**config.mk**
```make
export PLATFORM = sky130hd
export DESIGN_NAME = yp_fifo_stream_out
export DESIGN_NICKNAME = d
export VERILOG_FILES = /design/src/rtl/yp_fifo_stream_out.sv
export SDC_FILE = /design/constraint.sdc
export NUM_CORES = 1
export LEC_CHECK = 0
export BUFFER_PORTS_ARGS = -buffer_cell sky130_fd_sc_hd__buf_2
export CORE_MARGIN = 2
export CORE_UTILIZATION = 50
export DETAILED_ROUTE_END_ITERATION = 10
export PLACE_DENSITY = 0.78
export SLEW_MARGIN = 20
export SYNTH_ARGS = -nofsm -noshare
export SYNTH_HDL_FRONTEND = slang
export SYNTH_SLANG_ARGS = --single-unit
```
**constraint.sdc**
```tcl
create_clock -name i_clk -period 3 [get_ports i_clk]
set_clock_uncertainty 0.1 [all_clocks]
set_input_delay 0.3 -clock i_clk [delete_from_list [all_inputs] [get_ports i_clk]]
set_output_delay 0.3 -clock i_clk [all_outputs]
set_load 0.03 [all_outputs]
```
**src/rtl/yp_fifo_stream_out.sv**
```systemverilog
// Turns a one-cycle-latency synchronous FIFO read port into a valid/ready stream
// with fixed-length packet framing (sop/eop) and a completed-packet counter.
module yp_fifo_stream_out #(
  parameter int DATA_WIDTH = 8,
  parameter int PKT_LEN    = 4
) (
  input  logic                  i_clk,
  input  logic                  i_rstn,
  input  logic                  i_fifo_empty,
  input  logic [DATA_WIDTH-1:0] i_fifo_data,
  output logic                  o_fifo_rd_en,
  input  logic                  i_flush,
  output logic                  o_valid,
  input  logic                  i_ready,
  output logic [DATA_WIDTH-1:0] o_data,
  output logic                  o_sop,
  output logic                  o_eop,
  output logic [15:0]           o_pkt_cnt
);
  localparam logic [7:0] LAST = 8'(PKT_LEN - 1);

  logic [1:0]            occ_q, occ_d, occ_m;
  logic                  inflight_q, inflight_d;
  logic [DATA_WIDTH-1:0] e0_q, e0_d, e1_q, e1_d;
  logic [7:0]            beat_q, beat_d;
  logic [15:0]           pkt_cnt_q, pkt_cnt_d;
  logic                  pop;
  logic [2:0]            lvl;

  assign o_valid   = (occ_q != 2'd0);
  assign o_data    = e0_q;
  assign o_sop     = o_valid & (beat_q == 8'd0);
  assign o_eop     = o_valid & (beat_q == LAST);
  assign o_pkt_cnt = pkt_cnt_q;
  assign pop       = o_valid & i_ready;

  // Buffer slots plus the in-flight read may never exceed two after this cycle's pop.
  assign lvl          = {1'b0, occ_q} + {2'b0, inflight_q};
  assign o_fifo_rd_en = i_rstn & ~i_fifo_empty & ~i_flush & (lvl < (3'd2 + {2'b0, pop}));

  always_comb begin
    e0_d       = e0_q;
    e1_d       = e1_q;
    occ_m      = occ_q - {1'b0, pop};
    occ_d      = occ_m + {1'b0, inflight_q};
    inflight_d = o_fifo_rd_en;
    beat_d     = beat_q;
    pkt_cnt_d  = pkt_cnt_q;
    if (pop) begin
      e0_d   = e1_q;
      beat_d = (beat_q == LAST) ? 8'd0 : beat_q + 8'd1;
      if (o_eop) pkt_cnt_d = pkt_cnt_q + 16'd1;
    end
    // Returning data lands behind whatever survives this cycle's pop.
    if (inflight_q) begin
      if (occ_m == 2'd0) e0_d = i_fifo_data;
      else               e1_d = i_fifo_data;
    end
    if (i_flush) begin
      occ_d      = 2'd0;
      inflight_d = 1'b0;
      beat_d     = 8'd0;
      pkt_cnt_d  = pkt_cnt_q;
    end
  end

  always_ff @(posedge i_clk or negedge i_rstn) begin
    if (!i_rstn) begin
      occ_q      <= 2'd0;
      inflight_q <= 1'b0;
      e0_q       <= '0;
      e1_q       <= '0;
      beat_q     <= 8'd0;
      pkt_cnt_q  <= 16'd0;
    end else begin
      occ_q      <= occ_d;
      inflight_q <= inflight_d;
      e0_q       <= e0_d;
      e1_q       <= e1_d;
      beat_q     <= beat_d;
      pkt_cnt_q  <= pkt_cnt_d;
    end
  end
endmodule

```
; ---- Yosys cells after proc, flatten, opt, wreduce, memory -nomap -nowiden
; Cells that the tools add are included.
[classes]
n_addsub = 6
order_cmp = 1
eq_ne = 1
n_mux = 8
bitwise = 9
n_reduce_logical = 6
[ops]
columns = operator, n
row1 = 2-to-1 mux 8 bit, 6
row2 = adder 16 x 1 -> 16 bit (second input constant), 1
row3 = adder 8 x 1 -> 8 bit (second input constant), 1
row4 = == test 8 x 2 -> 1 bit (second input constant), 1
row5 = zero test 8 bit, 1
row6 = AND 1 bit, 6
row7 = nonzero test 2 bit, 2
row8 = adder 2 x 1 -> 3 bit, 1
row9 = adder 2 x 1 -> 3 bit (first input constant), 1
row10 = < comparator 3 bit, 1
row11 = inverter 1 bit, 3
row12 = AND reduction 3 bit, 1
row13 = adder 2 x 1 -> 2 bit, 1
row14 = zero test 2 bit, 1
row15 = 2-to-1 mux 2 bit, 1
row16 = AND reduction 2 bit, 1
row17 = subtractor 2 x 1 -> 2 bit, 1
row18 = 2-to-1 mux 1 bit, 1
[totals]
register_bits = 43
inputBits = 13
output_inout_bits = 28
elab_cells = 37

; ---- Logic depth before layout (Yosys ltp)
[depth]
depth_word = 6
mapped_depth = 9
mapped_depth_nobuf = 7

; ---- Worst setup path after synthesis
; OpenSTA, ideal clock, no wires.
[synth_timing]
kind = flip-flop to flip-flop
from = reg occ_q[0]
to = reg e0_q[5] (netlist: o_data[5])
setup_time_ns = 0.141
arrival_time_ns = 2.033
required_ns = 2.759
setup_slack_ns = 0.726
stages_incl_launch_ff = 10
n_path_buf = 2
synth_period_minus_slack_ns = 2.274
path_cell_list = dfrtp_1 > o21ai_1 > inv_1 > clkbuf_1 > ha_1 > xnor2_1 > nand3_1 > clkbuf_1 > nor2_1 > a31oi_1
[synth_between]
elab_chain_cells = 6
elab_cells_between_ends = 7
classes_between = add/sub: 1 / mux: 3 / bitwise: 1 / reduce/logical: 2
[synth_rtl]
columns = item, line
row1 = "start, declared", 22  ; logic [1:0] occ_q, occ_d, occ_m;
row2 = "start signal, assigned", 69  ; occ_q <= 2'd0;
row3 = "start signal, assigned", 76  ; occ_q <= occ_d;
row4 = nonzero test 2 bit, 30  ; assign o_valid = (occ_q != 2'd0);
row5 = AND 1 bit, 35  ; assign pop = o_valid & i_ready;
row6 = subtractor 2 x 1 -> 2 bit, 44  ; occ_m = occ_q - {1'b0, pop};
row7 = zero test 2 bit, 56  ; if (occ_m == 2'd0) e0_d = i_fifo_data;
row8 = 2-to-1 mux 8 bit, 56
row9 = 2-to-1 mux 8 bit *, 55  ; if (inflight_q) begin
row10 = via e0_d[5], 24  ; logic [DATA_WIDTH-1:0] e0_q, e0_d, e1_q, e1_d;
row11 = "end signal, assigned", 71  ; e0_q <= '0;
row12 = "end signal, assigned", 78  ; e0_q <= e0_d;
row13 = "end, declared", 24
; The timed path passes the listed nets; every way through them passes the cells marked *.
; A chain may end at the register's enable or synchronous reset.

; ---- Worst setup path after layout
[layout_timing]
from = reg occ_q[1]
to = reg e0_q[1] (netlist: o_data[1])
; Same word-level chain as after synthesis.

==> impl_table.tex <==
\begin{tabular}{lr}
\hline
Metric & Value \\
\hline
\multicolumn{2}{l}{\textbf{Layout}} \\
\quad \# diodes & 0 \\
\quad Utilization after layout & 0.610 \\
\quad Number of nets in the final layout & 260 \\
\quad Most frequent standard cell in the layout excluding fill and tap cells & sky130\_fd\_sc\_hd\_\_dfrtp\_1 \\
\quad Fraction of layout cells with a size suffix above 1 & 0.274 \\
\quad Most used cells in the layout excluding fill and tap cells & 43 x sky130\_fd\_sc\_hd\_\_dfrtp\_1, 40 x sky130\_fd\_sc\_hd\_\_buf\_2, 27 x sky130\_fd\_sc\_hd\_\_nand2\_1 \\
\quad Area growth from synthesis to final layout & 17.2\% \\
\multicolumn{2}{l}{\textbf{STA}} \\
\quad Pins Over Slew Limit & 0 \\
\quad Highest clock rate & 404 MHz \\
\quad Slew at the pin with the worst max-slew slack & about 0.6 ns \\
\quad Post-layout worst setup margin & 0.524 ns \\
\quad Setup TNS Final & 0 ns \\
\quad Setup violation total in the final timing report & 0 \\
\quad Tightest slew margin relative to the limit & 0.598 \\
\quad Period Utilization, post-route & 0.825 \\
\quad Final Hold Viols & 0 \\
\quad Shortest clock period the worst path allows after layout & 2.48 ns \\
\quad Setup repair after global routing missed its margin & false \\
\multicolumn{2}{l}{\textbf{Setup path}} \\
\quad Max stage delay on crit path & 0.49 ns \\
\quad Data arrival time at the worst-slack endpoint & 2.51 ns \\
\quad Data required time at the worst endpoint & 3.04 ns \\
\quad Worst path cell trace & o21ai\_1 > inv\_1 > ha\_1 > xnor2\_1 > nand3\_1 > nor2\_1 > a31oi\_1 \\
\quad Worst setup SP type & register \\
\quad Type of the setup path with the least slack & register to register \\
\quad Max FO, Critical Path & 16 \\
\quad Cell at the slowest stage of the critical path & sky130\_fd\_sc\_hd\_\_nand3\_1 \\
\quad Type of element capturing the critical path & register \\
\multicolumn{2}{l}{\textbf{Pwr}} \\
\quad Maximum vdd drop & 0.544 mV \\
\quad Pwr Density & 698 mW/mm\^{}2 \\
\quad Internal power contribution & between 1 and 1.5 mW \\
\quad Seq pwr share & 0.460 \\
\quad NetSw & about 0.63 mW \\
\quad Net Sw Frac & 0.370 \\
\quad Leakage dissipation & 1.25 nW \\
\quad Tot Pwr & between 1.5 and 2 mW \\
\quad Gate power share & 0.329 \\
\quad Clk pwr share & 0.212 \\
\multicolumn{2}{l}{\textbf{Clock tree}} \\
\quad Maximum clock insertion buffer count & 2 \\
\quad Clock tree from TritonCTS & built \\
\quad Clock edge transition at the registers on the reported setup and hold paths & 0.08 ns \\
\quad Total CTS buffers & 5 \\
\quad Max H-tree Level & 2 \\
\quad CTS root buffer & sky130\_fd\_sc\_hd\_\_clkbuf\_8 \\
\quad Worst skew pair latency & 0.29 ns \\
\quad Number of gates resized after cts & 0 \\
\quad Clock Sink Count & 43 \\
\multicolumn{2}{l}{\textbf{Detailed routing}} \\
\quad Ratio of routed vias to standard cells & 5.38 \\
\quad Via count & 1567 \\
\quad Final routed DRC violation total & 0 \\
\quad WL/cell & 14.3 um \\
\quad Antenna violation net count after detailed routing & 0 \\
\quad Detailed router's first-iteration violation count & 94 \\
\quad Number of search-and-repair iterations in the first detailed-routing pass & 4 \\
\quad Total wire length after detailed routing & 4.15 mm \\
\multicolumn{2}{l}{\textbf{Synth}} \\
\quad Count of different cell masters after synthesis & 35 \\
\quad Number of flops mapped to enable cells by yosys & 0 \\
\quad Register bit count reported by yosys & 43 \\
\quad Fraction of synthesized cell area taken by the top area cell type & 0.517 \\
\quad Library cell with the largest summed area after synthesis & sky130\_fd\_sc\_hd\_\_dfrtp\_1 \\
\quad Cell count after synthesis & 194 \\
\quad Number of warnings reported in the yosys synthesis log & 0 \\
\quad Post-synthesis cell area & 0.00208 sq mm \\
\quad Ys flop type & sky130\_fd\_sc\_hd\_\_dfrtp\_1 \\
\quad Synthesized net count & 214 \\
\quad Mean instance size in the synthesized netlist & between 10 and 15 sq um \\
\quad Cell types with the largest area share after synthesis & sky130\_fd\_sc\_hd\_\_dfrtp\_1 52\%, sky130\_fd\_sc\_hd\_\_mux2\_2 4.9\%, sky130\_fd\_sc\_hd\_\_nand2\_1 4.9\% \\
\quad Portion of the post-synthesis area used by sequential elements & 0.517 \\
\quad Async set-reset flop share out of synthesis & 1.00 \\
\multicolumn{2}{l}{\textbf{Global routing}} \\
\quad Number of antenna violations at the first check in global routing & 0 \\
\quad Pin count of the biggest net entering global routing & 28 \\
\quad Global-route wire length before repair & 6.89 mm \\
\quad Overall routing resource usage & 0.197 \\
\quad Vias in the first global route & 1489 \\
\quad Global route total overflow & 0 \\
\multicolumn{2}{l}{\textbf{Floorplan}} \\
\quad Width of the chip & 68.5 um \\
\quad Height of the die & 68.5 um \\
\quad Number of top-level pins & roughly 40 \\
\quad Starting density of the core & 0.520 \\
\quad Cell row count & 23 \\
\quad Core area & around 0.004 sq mm \\
\quad Die area & 0.00469 sq mm \\
\multicolumn{2}{l}{\textbf{Run status}} \\
\quad Run status & completed \\
\multicolumn{2}{l}{\textbf{Min path}} \\
\quad Class of the most critical hold timing path & input port to register \\
\multicolumn{2}{l}{\textbf{Placement}} \\
\quad Port bufs & 40 \\
\quad DP Wirelength & 3.08 mm \\
\quad Placer Congestion & 0.735 \\
\quad Setup slack after placement & 0.502 ns \\
\multicolumn{2}{l}{\textbf{Flow run}} \\
\quad Number of max-capacitance violations reported & 0 \\
\hline
\end{tabular}
cells by family (layout without fill, tap and decap cells):
logic type | Yosys count | count (layout) | synth area share
compound gates | 18 | 18 | 0.0577
buf+inv | 11 | 58 | 0.0198
xor+xnor | 22 | 22 | 0.0926
fa+ha+maj | 7 | 7 | 0.0421
flops | 43 | 43 | 0.517
simple gates | 84 | 84 | 0.222
mux | 9 | 9 | 0.0487
layout make-up:
class | instances | area [sq um]
clock inverter | 2 | 12.5
clock buffer | 6 | 72.6
multi-input combinational | 140 | 963
timing repair buffer | 43 | 225
fill | 341 | 1560
sequential | 43 | 1080
tap | 50 | 62.6
inverter | 7 | 26.3
per-layer routing:
layer | up-vias | wire [um] | track usage
li1 | 772 | - | -
met1 | 754 | 1880 | 0.261
met2 | 35 | 2010 | 0.320
met3 | 6 | 213 | 0.0519
met4 | 0 | 46 | 0.0500
met5 | - | 0 | 0
per-stage QoR:
step	area, sq um	hold WS, ns	std cells
floorplan	2080	-0.0956	194
global placement	2340	0.143	282
detailed placement	2340	0.146	282
CTS	2440	0.148	291
global route	2440	0.154	291
finish	2440	0.155	291
cell usage after synthesis (2+ instances only):
cell type	number
sky130_fd_sc_hd__dfrtp_1	43
sky130_fd_sc_hd__nand2_1	27
sky130_fd_sc_hd__nor2_1	20
sky130_fd_sc_hd__xnor2_1	11
sky130_fd_sc_hd__xor2_1	11
sky130_fd_sc_hd__mux2_2	9
sky130_fd_sc_hd__a31oi_1	8
sky130_fd_sc_hd__nand3_1	8
sky130_fd_sc_hd__ha_1	7
sky130_fd_sc_hd__inv_1	7
sky130_fd_sc_hd__nand4_1	5
sky130_fd_sc_hd__nor4_1	5
sky130_fd_sc_hd__clkbuf_1	4
sky130_fd_sc_hd__a21oi_1	3
sky130_fd_sc_hd__and3_1	3
sky130_fd_sc_hd__nor3_1	3
sky130_fd_sc_hd__and4b_1	2
power groups by stage:
stage | Sequential (mW) | Clock [mW] | Combinational [mW]
finish | 0.783 | 0.361 | 0.560
global placement | 0.787 | 0 | 0.544
global route | 0.804 | 0.394 | 0.621
CTS | 0.784 | 0.366 | 0.566
floorplan | 0.887 | 0 | 0.297
detailed placement | 0.792 | 0 | 0.565
worst max-delay path, delay by kind of cell, from the launching register on:
kind / cells / cell delay (ns)
AND/OR/NAND/NOR: 2 / 0.72
AO/OA/AOI/OAI: 2 / 0.26
adder cells (fa/ha/maj): 1 / 0.26
buffers and inverters: 1 / 0.20
XOR/XNOR: 1 / 0.33
flip-flops: 1 / 0.46
repair_timing:
item | in CTS | in global routing
hold endpoints to repair | 16 | 0
setup buffers | 0 | 0
hold buffers | 1 | 0
state kept, by name, summed over array words and instances, names as in the netlist:
name	count
inflight_q	1
e1_q	8
o_data	8
beat_q	8
occ_q	2
o_pkt_cnt	16
worst paths after layout:
kind                                           start                        end  slack, ns  cells after the start
max in group asynchronous                     i_rstn   o_pkt_cnt[2]$_DFFE_PN0P_       1.72                      3
min reg2reg                o_pkt_cnt[15]$_DFFE_PN0P_  o_pkt_cnt[15]$_DFFE_PN0P_       0.38                      1
min in group asynchronous                     i_rstn      beat_q[6]$_DFFE_PN0P_       0.38                      2
min                                   i_fifo_data[1]        e1_q[1]$_DFFE_PN0P_       0.15                      2
max                               occ_q[1]$_DFF_PN0_        o_data[1]$_DFF_PN0_       0.52                      7
max reg2reg                       occ_q[1]$_DFF_PN0_        o_data[1]$_DFF_PN0_       0.52                      7
No activity file was read; power rests on OpenSTA's default activity.
